### src/rtl/mm1_dmem_if.sv
// mm1_dmem_if: MM1-stage data-memory access unit driving an SRAM-like req/addr_ok/data_ok bus.
// Holds at most one outstanding access; flushed accesses are drained silently through DROP.
module mm1_dmem_if (
    input  logic        clk,
    input  logic        rst_n,
    input  logic        mm1_valid,
    input  logic        mm1_re,
    input  logic        mm1_we,
    input  logic [1:0]  mm1_access_sz,
    input  logic        mm1_load_unsigned,
    input  logic [31:0] mm1_addr,
    input  logic [31:0] mm1_wdata,
    input  logic        mm1_cancel,
    input  logic        mm2_allowin,
    output logic        stall,
    output logic        data_sram_req,
    output logic        data_sram_wr,
    output logic [1:0]  data_sram_size,
    output logic [3:0]  data_sram_wstrb,
    output logic [31:0] data_sram_addr,
    output logic [31:0] data_sram_wdata,
    input  logic        data_sram_addr_ok,
    input  logic        data_sram_data_ok,
    input  logic [31:0] data_sram_rdata,
    output logic        mm1_done,
    output logic [31:0] ld_data
);
    typedef enum logic [2:0] {IDLE, REQ, WAIT, DONE, DROP} state_t;
    state_t      state_q;
    logic        cancel_q, wr_q, uns_q;
    logic [1:0]  size_q, size_d;
    logic [3:0]  strb_q, strb_d;
    logic [31:0] addr_q, wdata_q, wdata_d, ld_q, ld_d, sh;
    logic        start;

    assign start   = rst_n & (state_q == IDLE) & mm1_valid & (mm1_re | mm1_we) & ~mm1_cancel;
    assign size_d  = (mm1_access_sz == 2'b11) ? 2'd2 : mm1_access_sz;
    assign strb_d  = ~mm1_we ? 4'h0 :
                     size_d == 2'd0 ? 4'b0001 << mm1_addr[1:0] :
                     size_d == 2'd1 ? 4'b0011 << {mm1_addr[1], 1'b0} : 4'hF;
    assign wdata_d = size_d == 2'd0 ? {4{mm1_wdata[7:0]}} :
                     size_d == 2'd1 ? {2{mm1_wdata[15:0]}} : mm1_wdata;
    assign sh      = data_sram_rdata >> {addr_q[1:0], 3'b000};
    assign ld_d    = size_q == 2'd0 ? {{24{~uns_q & sh[7]}}, sh[7:0]} :
                     size_q == 2'd1 ? {{16{~uns_q & sh[15]}}, sh[15:0]} : data_sram_rdata;

    always_ff @(posedge clk) begin
        if (!rst_n) begin
            state_q  <= IDLE;
            cancel_q <= 1'b0;
            wr_q     <= 1'b0;
            uns_q    <= 1'b0;
            size_q   <= 2'd0;
            strb_q   <= 4'h0;
            addr_q   <= 32'h0;
            wdata_q  <= 32'h0;
            ld_q     <= 32'h0;
        end else begin
            case (state_q)
                IDLE: if (start) begin
                    state_q  <= REQ;
                    cancel_q <= 1'b0;
                    wr_q     <= mm1_we;
                    uns_q    <= mm1_load_unsigned;
                    size_q   <= size_d;
                    strb_q   <= strb_d;
                    addr_q   <= mm1_addr;
                    wdata_q  <= wdata_d;
                end
                // a flush cannot withdraw a request already on the bus; remember it for addr_ok
                REQ: begin
                    if (mm1_cancel) cancel_q <= 1'b1;
                    if (data_sram_addr_ok) state_q <= (cancel_q | mm1_cancel) ? DROP : WAIT;
                end
                WAIT: if (data_sram_data_ok) begin
                    state_q <= mm1_cancel ? IDLE : DONE;
                    ld_q    <= ld_d;
                end else if (mm1_cancel) state_q <= DROP;
                DONE: if (mm2_allowin | mm1_cancel) state_q <= IDLE;
                DROP: if (data_sram_data_ok) state_q <= IDLE;
                default: state_q <= IDLE;
            endcase
        end
    end

    assign data_sram_req   = state_q == REQ;
    assign data_sram_wr    = wr_q;
    assign data_sram_size  = size_q;
    assign data_sram_wstrb = strb_q;
    assign data_sram_addr  = addr_q;
    assign data_sram_wdata = wdata_q;
    assign ld_data         = ld_q;
    assign mm1_done        = (state_q == DONE) & mm2_allowin & ~mm1_cancel;
    assign stall           = start | (state_q == REQ) | (state_q == WAIT) | (state_q == DROP) |
                             ((state_q == DONE) & ~mm2_allowin);
endmodule
### config.mk
export PLATFORM = sky130hd
export DESIGN_NAME = mm1_dmem_if
export DESIGN_NICKNAME = d
export VERILOG_FILES = /design/src/rtl/mm1_dmem_if.sv
export SDC_FILE = /design/constraint.sdc
export NUM_CORES = 1
export LEC_CHECK = 0
export CAP_MARGIN = 10
export CORE_AREA = 2 2 124 126
export CTS_CLUSTER_SIZE = 20
export DETAILED_ROUTE_END_ITERATION = 16
export DIE_AREA = 0 0 126 128
export HOLD_SLACK_MARGIN = 0.08
export PLACE_DENSITY_LB_ADDON = 0.12
export SLEW_MARGIN = 25
export SYNTH_ARGS = -nofsm -noshare
export SYNTH_HDL_FRONTEND = slang
export SYNTH_SLANG_ARGS = --single-unit
### constraint.sdc
create_clock -name clk -period 2.33 [get_ports clk]
set_clock_uncertainty 0.1 [all_clocks]
set_input_delay 0.233 -clock clk [delete_from_list [all_inputs] [get_ports clk]]
set_output_delay 0.233 -clock clk [all_outputs]
set_load 0.005 [all_outputs]
# Yosys cells after proc, flatten, opt, wreduce, memory -nomap -nowiden

Index checks and enable logic that the tools add are counted.

Flip-flop bits (word level): 108
Output and inout port bits: 106
Word-level logic and storage cells: 72

Equal/unequal tests: 13
Shift-type cells: 3
Multiplexer cells: 20
Bitwise operators: 19
Reductions and logical operators: 8

Operators by type and width:

| operator                                            | count |
|---|---|
| 2-to-1 mux 32 bit                                   | 4 |
| right shift 32 x 5 -> 16 bit                        | 1 |
| 2-to-1 mux 3 bit                                    | 7 |
| one-hot mux 3 bit (5 select lines)                  | 1 |
| 2-to-1 mux 4 bit                                    | 3 |
| AND 1 bit                                           | 9 |
| != test 2 bit, second input constant                | 4 |
| bitwise OR 1 bit                                    | 7 |
| equality test 3 x 2 -> 1 bit, second input constant | 2 |
| AND reduction 5 bit                                 | 1 |
| equality test 2 x 1 -> 1 bit, second input constant | 2 |
| zero test 2 bit                                     | 2 |
| 2-to-1 mux 2 bit                                    | 2 |
| AND reduction 2 bit                                 | 2 |
| left shift 1 x 2 -> 4 bit, first input constant     | 1 |
| left shift 2 x 2 -> 4 bit, first input constant     | 1 |
| equality test 3 x 1 -> 1 bit, second input constant | 1 |
| equality test 3 bit, second input constant          | 1 |
| zero test 3 bit                                     | 1 |
| != test 3 bit, second input constant                | 1 |
| inverter 1 bit                                      | 3 |
| AND reduction 3 bit                                 | 1 |
| equality test 2 bit, second input constant          | 1 |
| 2-to-1 mux 1 bit                                    | 2 |
| other kinds (3)                                     | 3 |

# Longest topological paths before layout

Depth after elaboration: 9
Mapped depth: 6
Gate-level depth less buffers: 4

# Worst setup path after synthesis

Ideal clock, no wire load.

Kind: register to register
Start point: register addr_q[0], in the netlist data_sram_addr[0]
End point: register ld_q[29], in the netlist ld_data[29]
Arrival: 1278 ps
Required time: 2104 ps
Setup slack: 826 ps
Cell stages (with the launch flop): 7
Cell sequence: dfxtp_1 -> buf_2 -> nor2b_1 -> a211oi_2 -> nand3_2 -> buf_6 -> a31oi_1

Word-level cells in the longest chain between the ends: 4
Elaborated cells between the ends (all ways): 5

Ends and longest elaborated chain:

| element                        | RTL line | source |
|---|---|---|
| start, declared                | 33       | `logic [31:0] addr_q, wdata_q, wdata_d, ld_q, ld_d, sh;` |
| start signal, assigned         | 67       | `addr_q <= mm1_addr;` |
| right shift 32 x 5 -> 16 bit * | 43       | `assign sh = data_sram_rdata >> {addr_q[1:0], 3'b000};` |
| AND 1 bit                      | 45       | `size_q == 2'd1 ? {{16{~uns_q & sh[15]}}, sh[15:0]} : data_sram_rdata;` |
| 2-to-1 mux 32 bit              | 45       |  |
| 2-to-1 mux 32 bit *            | 44       | `assign ld_d = size_q == 2'd0 ? {{24{~uns_q & sh[7]}}, sh[7:0]} :` |
| end signal, assigned           | 77       | `ld_q <= ld_d;` |
| end, declared                  | 33       |  |

Every way passes the cells marked *; elsewhere a longest branch is shown, timed or not.
A chain may end at the register's enable or synchronous reset.

# Worst setup path in the final report

Start point: register state_q[2]
End point: output port stall

Word-level cells in the longest chain between the ends: 9
Elaborated cells between the ends (all ways): 14

Ends and longest elaborated chain:

| element                        | RTL line | source |
|---|---|---|
| start, declared                | 29       | `state_t state_q;` |
| start signal, assigned         | 73       | `if (data_sram_addr_ok) state_q <= (cancel_q \| mm1_cancel) ? DROP : WAIT;` |
| start signal, assigned         | 76       | `state_q <= mm1_cancel ? IDLE : DONE;` |
| zero test 3 bit                | 36       | `assign start = rst_n & (state_q == IDLE) & mm1_valid & (mm1_re \| mm1_we) & ~mm1_cancel;` |
| AND 1 bit (4 in series)        | 36       |  |
| bitwise OR 1 bit (3 in series) | 94       | `assign stall = start \| (state_q == REQ) \| (state_q == WAIT) \| (state_q == DROP) \|` |
| bitwise OR 1 bit *             | 94       |  |
| end, declared                  | 15       | `output logic stall,` |

Marked as above.

==> flow_summary.yaml <==
run_status:
  status: "finished, final reports clean"
cells_and_area:
  drive_gt1_share_pct: 5.88
  antenna_cells: 0
  fill_cells: 1405
  mostFrequentLayoutCells: "clkdlybuf4s50_1, nand2_1, dfxtp_1"
  final_common_cell: "clkdlybuf4s50_1"
  nets: 919
  seqCellArea_sq_um: 2160
  final_cells: 1004
  multi_input_area_sq_um: 2640
  finalInstanceArea_sq_um: 7720
  areaGrowthSynthToFinish_pct: 51.5
yosys:
  seq_area_frac_synth_pct: 42.4
  synth.area.top_cells: "dfxtp_1, nand2_1, a21boi_1, mux2i_1, o21ai_0"
  ys_warn_count: 0
  avgSynthCellArea_sq_um: 8.22
  syn_nets: 728
  ys.flop_type: "dfxtp_1"
  ys_types: 47
  synth_top_area_cell: "dfxtp_1"
  synth-edff-count: 0
  async_flop_share_pct: 0
  synth_area_sq_um: 5090
  ys_ff_latch: 108
  yosysTopAreaCellShare_pct: 42.4
  syn_inst: 620
sta:
  drv_slew: 0
  fin_crit_ps: 2150
  setup_viol: 0
  finalHoldViolations: 0
  relSlewSlack_pct: 56.5
  setup_tns_ps: 0
  hold_slack_ps: 326
  max_freq_ghz: 0.464
  fin_ws_ps: 176
  min_period_over_period_pct: 92.5
  grt_setup_unrepaired: "false"
  tightest_slew_ps: 652
drt:
  wl_per_cell_microns: 16.0
  num_vias: 5043
  dr.pass1.iters: 5
  drt-vias-per-instance: 5.02
  first_iter_violations: 271
  wl_microns: 16100
  antenna_left: 0
  drc: 0
hold_path:
  min_path_cells: 3
  hp-class: "primary input to flip-flop"
worst_setup_path:
  path_class: "flip-flop to output port"
  crit_path_end_kind: "output port"
  cp-start-kind: "flip-flop"
  required_ps: 2000
  cp_data_arrival_time_ps: 1820
  critPathMaxFanout: 11
  r2r_setup_slack_ps: 500
  reg2regPathDepth: 4
cts:
  cts_sinks: 108
  clk-insertion-delay-late_ps: 350
  htree_levels: 3
  postCtsResizedCells: 0
  holdBufCountCts: 0
  post-cts-setup-buffer-count: 0
  cts.clk_slew.worst_paths_ps: 70
  numCtsBuffers: 9
  clock_tree.buffer_depth: 2
  root_buffer: "clkbuf_16"
  cts_tree: "built"
place:
  dp_hpwl_microns: 11900
  pre_cts_slack_ps: 232
  io_buffers: 213
  place_area_sq_um: 7380
  routabilityCongestion: 0.840
  placed_cells: 988
global_route:
  grt_pass1_wl_microns: 25900
  grt_max_degree: 73
  grt_util_met3_pct: 6.05
  grtUsageTotal_pct: 19.8
  grt_antenna_before_repair: 0
  first_global_vias: 4985
  met1_usage_pct: 23.9
  met2_usage_pct: 33.2
  grt_overflow: 0
  top_usage_layer: "met2"
job:
  drv_cap: 0
floorplanning:
  row_count: 45
  die_area_sq_um: 16100
  die_x_microns: 126
  pin_count: 214
  start_util_pct: 34.3
  die_h_microns: 128
  coreArea_sq_um: 14900
pwr:
  powerDensity_nw_per_um2: 549
  peakVddDrop_uv: 306
  p_leak_uw: 0.00294
## cells in the mapped netlist, types with 2 or more instances
cell / number
nor2b_1: 6
o21ai_0: 52
o211a_1: 16
a21boi_0: 2
buf_4: 5
nand2b_1: 11
nand3_1: 10
dfxtp_1: 108
a21boi_1: 55
o211ai_1: 4
a21oi_1: 17
o32ai_1: 7
a31oi_1: 18
nand2_1: 167
clkbuf_1: 19
nor3_1: 2
nor2_1: 19
a221o_1: 4
and2_1: 2
o2bb2ai_1: 2
a21o_1: 7
buf_2: 24
inv_1: 4
mux2i_1: 30
buf_6: 5
nand3b_1: 3
## flip-flops by register name (all words and copies together) (netlist names)
signal / flops
data_sram_addr: 32
data_sram_wdata: 32
ld_data: 32
data_sram_wstrb: 4
state_q: 3
data_sram_size: 2
cancel_q: 1
data_sram_wr: 1
uns_q: 1
## cells by family after synthesis
family          Yosys count  synth area share, %
mux                      30                 5.89
flops                   108                 42.4
simple gates            229                 19.2
compound gates          194                 26.4
buf+inv                  59                 6.07
## metal layers
metal	vias to the layer above	routed length (microns)
li1	2523	-
met2	186	7620
met3	27	1270
met1	2307	6800
met5	-	0
met4	0	398
## per-stage QoR
stage | utilization, % | power, uW
2_1_floorplan | - | 2210
3_3_place_gp | 49.7 | 2570
3_5_place_dp | 49.7 | 2570
4_1_cts | 51.9 | 4300
5_1_grt | 51.9 | 4430
6_report | 51.9 | 4240
## worst max-delay path: stages (launching register included)
cell and delay, ps:
dfxtp_1 530, nor3_2 110, buf_4 160, a21oi_1 160
clkdlybuf4s50_1 520
## power breakdown
part	total [uW]	internal [uW]	switching, uW	leakage (uW)
clock	1710	984	725	0.000165
sequential	1920	1890	30.8	0.000874
combinational	607	353	254	0.00190
## final timing paths
kind | start | endpoint
max | state_q[2]$_SDFFE_PN0P_ | stall
min | mm1_addr[9] | data_sram_addr[9]$_SDFFE_PN0P_
max reg2reg | data_sram_size[0]$_SDFFE_PN0P_ | ld_data[17]$_SDFFE_PN0P_
min reg2reg | data_sram_addr[21]$_SDFFE_PN0P_ | data_sram_addr[21]$_SDFFE_PN0P_
## cell type report
| type | count | share of cell area [%] |
|---|---|---|
| multi-input cells | 453 | 34.2 |
| clock inverters | 6 | 1.22 |
| flip-flops and latches | 108 | 28.0 |
| clock buffers | 10 | 3.10 |
| repair buffers | 235 | 30.2 |
| well taps | 188 | 3.05 |
| inverters | 4 | 0.195 |
(Power assumes the default switching activity.)
